[config.mk]
export PLATFORM = sky130hd
export DESIGN_NAME = multicycle_ctrl_v2
export DESIGN_NICKNAME = d
export VERILOG_FILES = /design/src/rtl/multicycle_ctrl_v2.sv
export SDC_FILE = /design/constraint.sdc
export NUM_CORES = 1
export LEC_CHECK = 0
export CORE_MARGIN = 3
export CORE_UTILIZATION = 48
export CTS_CLUSTER_SIZE = 40
export DETAILED_ROUTE_END_ITERATION = 16
export PLACE_DENSITY = 0.92
export SLEW_MARGIN = 20
export SYNTH_ARGS = -nofsm -noshare
export SYNTH_HDL_FRONTEND = slang
export SYNTH_SLANG_ARGS = --single-unit
[constraint.sdc]
create_clock -name i_clk -period 3 [get_ports i_clk]
set_clock_uncertainty 0.1 [all_clocks]
set_input_delay 0.6 -clock i_clk [delete_from_list [all_inputs] [get_ports i_clk]]
set_output_delay 0.6 -clock i_clk [all_outputs]
set_load 0.03 [all_outputs]
[src/rtl/multicycle_ctrl_v2.sv]
// Control unit for the multicycle RV32I datapath: main FSM, ALU-control decode,
// memory ready/wait handshake, illegal-instruction trap and retired-instruction counter.
module multicycle_ctrl_v2 #(
   parameter bit          MEM_HANDSHAKE = 1'b1,
   parameter int unsigned CNT_W         = 32
) (
   input  logic             i_clk,
   input  logic             i_reset_n,
   input  logic [31:0]      i_instr,
   input  logic             i_alu_zero,
   input  logic             i_mem_ready,
   output logic             o_mem_read,
   output logic             o_mem_write,
   output logic             o_iord,
   output logic             o_ir_write,
   output logic             o_reg_write,
   output logic [1:0]       o_alu_src_a,
   output logic [1:0]       o_alu_src_b,
   output logic [3:0]       o_alu_ctrl,
   output logic [1:0]       o_mem_to_reg,
   output logic             o_pc_source,
   output logic             o_pc_en,
   output logic             o_trap,
   output logic [CNT_W-1:0] o_instret,
   output logic [3:0]       o_state_output
);

   typedef enum logic [3:0] {
      StFetch   = 4'd0,
      StDecode  = 4'd1,
      StMemAdr  = 4'd2,
      StMemRd   = 4'd3,
      StMemWb   = 4'd4,
      StMemWr   = 4'd5,
      StExecR   = 4'd6,
      StAluWb   = 4'd7,
      StBranch  = 4'd8,
      StExecI   = 4'd9,
      StJal     = 4'd10,
      StExecLui = 4'd11,
      StTrap    = 4'd12
   } state_e;

   localparam logic [6:0] OpLoad   = 7'h03;
   localparam logic [6:0] OpStore  = 7'h23;
   localparam logic [6:0] OpImm    = 7'h13;
   localparam logic [6:0] OpReg    = 7'h33;
   localparam logic [6:0] OpBranch = 7'h63;
   localparam logic [6:0] OpJal    = 7'h6f;
   localparam logic [6:0] OpLui    = 7'h37;

   localparam logic [3:0] AluAnd = 4'b0000;
   localparam logic [3:0] AluOr  = 4'b0001;
   localparam logic [3:0] AluAdd = 4'b0010;
   localparam logic [3:0] AluXor = 4'b0011;
   localparam logic [3:0] AluSll = 4'b0100;
   localparam logic [3:0] AluSrl = 4'b0101;
   localparam logic [3:0] AluSub = 4'b0110;
   localparam logic [3:0] AluSlt = 4'b0111;

   state_e           r_state;
   state_e           w_next;
   logic [CNT_W-1:0] r_instret;
   logic [6:0]       w_opcode;
   logic [2:0]       w_funct3;
   logic [6:0]       w_funct7;
   logic             w_mem_rdy;
   logic             w_retire;
   logic [3:0]       w_r_alu;
   logic             w_r_ok;
   logic [3:0]       w_i_alu;
   logic             w_i_ok;
   logic             w_br_ok;
   logic             w_unused_instr;

   assign w_opcode       = i_instr[6:0];
   assign w_funct3       = i_instr[14:12];
   assign w_funct7       = i_instr[31:25];
   assign w_unused_instr = ^{i_instr[24:15], i_instr[11:7]};
   assign w_mem_rdy      = MEM_HANDSHAKE ? i_mem_ready : 1'b1;
   assign w_br_ok        = (w_funct3 == 3'd0) || (w_funct3 == 3'd1);

   always_comb begin
      w_r_ok  = 1'b1;
      w_r_alu = AluAdd;
      case ({w_funct7, w_funct3})
         {7'h00, 3'd0}: w_r_alu = AluAdd;
         {7'h20, 3'd0}: w_r_alu = AluSub;
         {7'h00, 3'd7}: w_r_alu = AluAnd;
         {7'h00, 3'd6}: w_r_alu = AluOr;
         {7'h00, 3'd4}: w_r_alu = AluXor;
         {7'h00, 3'd1}: w_r_alu = AluSll;
         {7'h00, 3'd5}: w_r_alu = AluSrl;
         {7'h00, 3'd2}: w_r_alu = AluSlt;
         default:       w_r_ok  = 1'b0;
      endcase
   end

   always_comb begin
      w_i_ok  = 1'b1;
      w_i_alu = AluAdd;
      case (w_funct3)
         3'd0:    w_i_alu = AluAdd;
         3'd7:    w_i_alu = AluAnd;
         3'd6:    w_i_alu = AluOr;
         default: w_i_ok  = 1'b0;
      endcase
   end

   always_ff @(posedge i_clk or negedge i_reset_n) begin
      if (!i_reset_n) begin
         r_state   <= StFetch;
         r_instret <= '0;
      end else begin
         r_state <= w_next;
         if (w_retire) begin
            r_instret <= r_instret + CNT_W'(1);
         end
      end
   end

   always_comb begin
      w_next = r_state;
      case (r_state)
         StFetch:   if (w_mem_rdy) w_next = StDecode;
         StDecode: begin
            case (w_opcode)
               OpLoad, OpStore: w_next = StMemAdr;
               OpImm:           w_next = w_i_ok ? StExecI : StTrap;
               OpReg:           w_next = w_r_ok ? StExecR : StTrap;
               OpBranch:        w_next = w_br_ok ? StBranch : StTrap;
               OpJal:           w_next = StJal;
               OpLui:           w_next = StExecLui;
               default:         w_next = StTrap;
            endcase
         end
         StMemAdr:  w_next = (w_opcode == OpStore) ? StMemWr : StMemRd;
         StMemRd:   if (w_mem_rdy) w_next = StMemWb;
         StMemWb:   w_next = StFetch;
         StMemWr:   if (w_mem_rdy) w_next = StFetch;
         StExecR:   w_next = StAluWb;
         StAluWb:   w_next = StFetch;
         StBranch:  w_next = StFetch;
         StExecI:   w_next = StAluWb;
         StJal:     w_next = StFetch;
         StExecLui: w_next = StAluWb;
         StTrap:    w_next = StTrap;
         default:   w_next = StFetch;
      endcase
   end

   // Only completing states retire; a wait in MEMWR keeps w_next off FETCH.
   assign w_retire = (w_next == StFetch) &&
                     ((r_state == StMemWb) || (r_state == StMemWr) || (r_state == StAluWb) ||
                      (r_state == StBranch) || (r_state == StJal));

   always_comb begin
      o_mem_read   = 1'b0;
      o_mem_write  = 1'b0;
      o_iord       = 1'b0;
      o_ir_write   = 1'b0;
      o_reg_write  = 1'b0;
      o_alu_src_a  = 2'd0;
      o_alu_src_b  = 2'd0;
      o_alu_ctrl   = AluAdd;
      o_mem_to_reg = 2'd0;
      o_pc_source  = 1'b0;
      o_pc_en      = 1'b0;
      o_trap       = 1'b0;
      case (r_state)
         StFetch: begin
            o_mem_read  = 1'b1;
            o_alu_src_b = 2'd1;
            o_ir_write  = w_mem_rdy & i_reset_n;
            o_pc_en     = w_mem_rdy & i_reset_n;
         end
         StDecode:  o_alu_src_b = 2'd2;
         StMemAdr: begin
            o_alu_src_a = 2'd1;
            o_alu_src_b = 2'd2;
         end
         StMemRd: begin
            o_mem_read = 1'b1;
            o_iord     = 1'b1;
         end
         StMemWb: begin
            o_reg_write  = 1'b1;
            o_mem_to_reg = 2'd1;
         end
         StMemWr: begin
            o_mem_write = 1'b1;
            o_iord      = 1'b1;
         end
         StExecR: begin
            o_alu_src_a = 2'd1;
            o_alu_ctrl  = w_r_alu;
         end
         StAluWb:   o_reg_write = 1'b1;
         StBranch: begin
            o_alu_src_a = 2'd1;
            o_alu_ctrl  = AluSub;
            o_pc_source = 1'b1;
            o_pc_en     = w_funct3[0] ? ~i_alu_zero : i_alu_zero;
         end
         StExecI: begin
            o_alu_src_a = 2'd1;
            o_alu_src_b = 2'd2;
            o_alu_ctrl  = w_i_alu;
         end
         StJal: begin
            o_reg_write  = 1'b1;
            o_mem_to_reg = 2'd2;
            o_pc_source  = 1'b1;
            o_pc_en      = 1'b1;
         end
         StExecLui: begin
            o_alu_src_a = 2'd2;
            o_alu_src_b = 2'd2;
         end
         StTrap:    o_trap = 1'b1;
         default:   ;
      endcase
   end

   assign o_instret      = r_instret;
   assign o_state_output = r_state;

endmodule

After elaboration in Yosys (flattened, before gate mapping)
Cells that the tools add are included.

word-level totals
  output and inout bits = 54
  register bits after elaboration = 36

cells by class
  bitwise gates (word level) = 2
  add/sub/neg operators = 1
  reduce and logical (&&, ||, !) cells = 20
  equality and inequality tests = 29
  muxes and demuxes = 26

operators by type and width
  kind                     number
  $eq A10 B3 Y1 const B    4
  $add A32 B1 Y32 const B  1
  $pmux W4 S7              1
  $pmux W4 S6              1
  $eq A7 B6 Y1 const B     3
  $pmux W3 S7              1
  $eq A4 B4 Y1 const B     5
  $eq A4 B3 Y1 const B     4
  $mux W4                  4
  $pmux W2 S2              4
  $eq A7 B7 Y1 const B     2
  $pmux W4 S3              1
  $eq A10 B1 Y1 const B    1
  $eq A10 B2 Y1 const B    1
  $eq A10 B9 Y1 const B    1
  $logic_not A10 Y1        1
  $mux W1                  10
  $mux W3                  3
  $reduce_or A3 Y1         3
  $eq A4 B2 Y1 const B     2
  $logic_not A4 Y1         2
  $reduce_or A2 Y1         4
  $reduce_or A4 Y1         2
  $reduce_or A8 Y1         1
  other kinds (11)         16

Longest topological paths before layout
  word-level depth = 8
  gate-level depth with buffers = 7
  depth with buffers taken out = 6

Worst setup path before layout
Ideal clock, no wire load.

  path kind = register to output
  start point = register r_state[0] (netlist: o_state_output[0])
  end point = output o_pc_en
  data required time = 2300 ps
  stages on the path, launching flop included = 5
  slack = -251 ps
  arrival time = 2551 ps
  cell sequence = dfrtp_1 > buf_2 > nor4_1 > and3_1 > a211o_1

on the way
  word-level cells in the longest chain between the ends = 2
  elaborated cells on any way between the ends = 4
  those cells by class = eq/ne: 2; mux: 1; reduce/logical: 1

ends and longest elaborated chain
  what                                              RTL line  text
  start: declaration                                61        state_e r_state;
  start signal: assignment                          112       r_state <= StFetch;
  start signal: assignment                          115       r_state <= w_next;
  $eq A4 B4 Y1 or $logic_not A4 Y1 (tied branches)  170       case (r_state)
  $pmux W1 S3 *                                     170
  end: declaration                                  22        output logic o_pc_en,

Mark *: on every way between the ends. The rest lies on a longest branch, timed or not.

Final worst setup path
  start point = input i_instr[29]
  end point = output o_alu_ctrl[2]

on the way
  word-level cells in the longest chain between the ends = 3
  elaborated cells on any way between the ends = 9
  those cells by class = eq/ne: 7; mux: 2

ends and longest elaborated chain
  what                                         RTL line  text
  start: declaration                           9         input logic [31:0] i_instr,
  $eq A10 B2 Y1, or another cell as far along  86        case ({w_funct7, w_funct3})
  $pmux W3 S7 *                                86
  $pmux W4 S3 *                                170
  end: declaration                             19        output logic [3:0] o_alu_ctrl,

Marked as above.

==> run summary <==
Total CTS buffers -> 5
Leak -> 1.46 nW
Worst flop-to-flop path startpoint -> o_state_output[2]$_DFF_PN0_
Mux cell area share after synthesis -> 1.40%
Grt met2 use -> 41.7%
Die Height -> 75.5 um
Synth Register Bits -> 36
Die Area -> 5710 sq um
Clock root buffer -> clkbuf_8
Design Power -> 2.07 mW
Core ar. -> 4500 sq um
Vias in the first global route -> 2208
Setup violators final -> 0
Synthesized area per cell -> 9.17 sq um
CTS hold repair buffers -> 0
Crit end category -> output port
CTS tree -> yes
CP peak stage delay -> 0.25 ns
Register-to-register setup slack -> 0.64 ns
DP HPWL -> 4640 um
Min-delay worst type -> in2async
Sequential cell area fraction in the yosys report -> 38.8%
Dpl cell area -> 3180 sq um
GRT busiest layer -> met2
Final routed DRC violation total -> 0
GPL Wtd Cong -> 0.838
Clock Latency Late Sink -> 0.29 ns
Worst setup startpoint -> i_instr[29]
Clock tree sinks -> 36
Syn Nets -> 290
Post-synth ARST share -> 100%
Final Cell Area -> 3310 sq um
Initial Util -> 51.5%
Commonest non-fill, non-tap cell in the layout -> clkdlybuf4s50_1
Row Count -> 24
Crit start category -> primary input
VDD IR-drop max -> 0.000636 V
Critical Path Most Common Cell -> buf_4
Most frequent cells in the layout -> clkdlybuf4s50_1 (63), dfrtp_1 (35), nor2_1 (28)
Overflow after GRT -> 0
1st-pass router iterations -> 4
Cells along the critical path -> clkdlybuf4s15_1 -> nor4_1 -> nand2_1 -> buf_4 -> buf_4 -> buf_4 -> buf_4 -> buf_4 -> nor2_1 -> nand3_1 -> a21oi_2 -> buf_6
Post-synth top flop -> dfrtp_1
Maxcap violations -> 0
Number of synthesized flops with an enable pin -> 0
Simple-gate share of the synthesized area -> 31.8%
Worst Path Max Fanout -> 3
Synth Area in Compound Gates -> 10.6%
Clock Path Buffers -> 2
CP delay by family, top -> buffers and inverters
Largest family of logic cells by synthesized area -> simple AND/OR/NAND/NOR gates
Buffer and inverter count on the worst path -> 7
Xor/xnor share of the synthesized area -> 12.8%
Ports -> 90
Worst-path clk slew -> 0.07 ns
Vias post-DR -> 2282
Distinct cell type count after synthesis -> 54
Die W -> 75.5 um
First-pass GRT wire length -> 10600 um
WS Path Type -> in2out
Final #Nets -> 380
Fillers -> 309
Max-slew violation count -> 0
Power Density -> 626 nW/um^2
Hold_ws -> 0.288 ns
Post-route ant nets -> 0
Minimum clock period -> 2.97 ns
Post-Synth Adder-Cell Area -> 0.539%
Layout area overhead -> 42.8%
Final worst path period share -> 99.0%
GR Util met1 -> 29.9%
Pin count of the biggest net entering global routing -> 37
Synth Warn # -> 0
Initial antenna violation count -> 0
Final Hold Violating Endpoints -> 0
Worst path required time -> 2.30 ns
N_diodes -> 0
Met3 usage -> 5.41%
Max Fclk -> 337 MHz
Vias per inst -> 5.78
GRT Total Usage -> 23.8%
Initial drt markers -> 203
Status -> completed
Layout cells sized above 1 -> 16.0%
CTS H-tree lvls -> 2
Critical Path AT -> 2.27 ns
Final wirelength -> 6600 um
Routed WL per cell -> 16.7 um
IO buf count -> 73
Slowest CP cell -> nor4_1
Post-Syn Area -> 2320 sq um
Mapped Cells -> 253
[per-layer routing]
metal,vias to the layer above,wire [um],part of all wire (%)
met5,-,0,0
met4,0,70,1.1
met3,8,339,5.1
met2,88,3510,53
met1,1109,2680,41
li1,1077,-,-
[area by class of cell]
| cell class | count | area, sq um | share of cell area (%) |
|---|---|---|---|
| Multi-Input combinational cell | 197 | 1360 | 41.1 |
| Clock buffer | 6 | 72.6 | 2.19 |
| Sequential cell | 36 | 902 | 27.2 |
| Inverter | 11 | 41.3 | 1.25 |
| Timing Repair Buffer | 92 | 865 | 26.1 |
| Clock inverter | 1 | 5.00 | 0.151 |
| Tap cell | 52 | 65.1 | 1.96 |
[through the flow]
| step | cells | util, % | setup slack, ns | TNS (ns) |
|---|---|---|---|---|
| after floorplan | 253 | - | 0.117 | 0 |
| after global placement | 384 | 70.5 | -0.301 | -0.403 |
| after detailed placement | 384 | 70.5 | -0.337 | -0.502 |
| after CTS | 395 | 73.1 | 0.00342 | 0 |
| after global routing | 395 | 73.6 | -0.0428 | -0.0499 |
| final | 395 | 73.6 | 0.0287 | 0 |
[worst register-to-register path, stage by stage (launching register included)]
cell      delay, ns
dfrtp_2        0.48
nand2b_1       0.14
buf_4          0.19
o32ai_4        0.40
buf_4          0.23
nand4_2        0.19
nor4_1         0.36
xor2_1         0.18
[state kept, by name (all words and copies together) (netlist names)]
name	count
o_instret	32
o_state_output	4
[where the power goes]
group / switching (mW) / internal (mW) / total, mW
logic: 0.636 / 0.466 / 1.10
clock network: 0.165 / 0.158 / 0.323
registers: 0.102 / 0.548 / 0.650
total: 0.902 / 1.17 / 2.07
[worst paths after layout]
path                                                    end  cells after the start
max in group asynchronous       o_state_output[2]$_DFF_PN0_                      2
worst min register to register    o_instret[31]$_DFFE_PN0P_                      1
worst min-delay path              o_instret[21]$_DFFE_PN0P_                      2
worst max-delay path                          o_alu_ctrl[2]                     12
worst max register to register    o_instret[26]$_DFFE_PN0P_                      7
min in group i_clk                o_instret[31]$_DFFE_PN0P_                      1
[synthesized netlist by cell type (2+ instances only)]
cell       n  area share, %
o21ai_0    5            1.1
a211o_1    2           0.75
clkbuf_1   3           0.49
xnor2_1   13            4.9
nand2b_1   7            1.9
nor3_1     9            1.9
nand2_1   22            3.6
nor3_2     6            2.6
a21o_1     3           0.97
buf_2      3           0.65
inv_1     11            1.8
nand3_1   12            2.6
nor2b_1    6            1.6
mux2_2     2           0.97
nor4_1     6            1.6
a21oi_1    8            1.7
dfrtp_1   36             39
nand4_2    3            1.6
o31ai_1    2           0.65
nor3b_1    3           0.97
xor2_1    21            7.9
nor4_2     3            1.6
nand4_1    8            2.2
nor2_1    28            4.5
and3_1     2           0.54
[kinds of logic (layout without fill, tap and decap cells)]
kind of cell,count (synthesis),after routing
AND/OR/NAND/NOR,125,125
adder cells (fa/ha/maj),1,1
multiplexers,3,3
buffers and inverters,20,110
flip-flops,36,36
XOR/XNOR,34,34
other,1,1
AO/OA/AOI/OAI,33,33
[what timing repair did]
action | 4_1_cts | 5_1_grt
setup endpoints to repair | 2 | 3
pin swaps | 6 | 4
endpoints found under the hold margin | 0 | 0
resized for setup | 13 | 7
buffers inserted | 4 | 0
(Power assumes the default switching activity.)
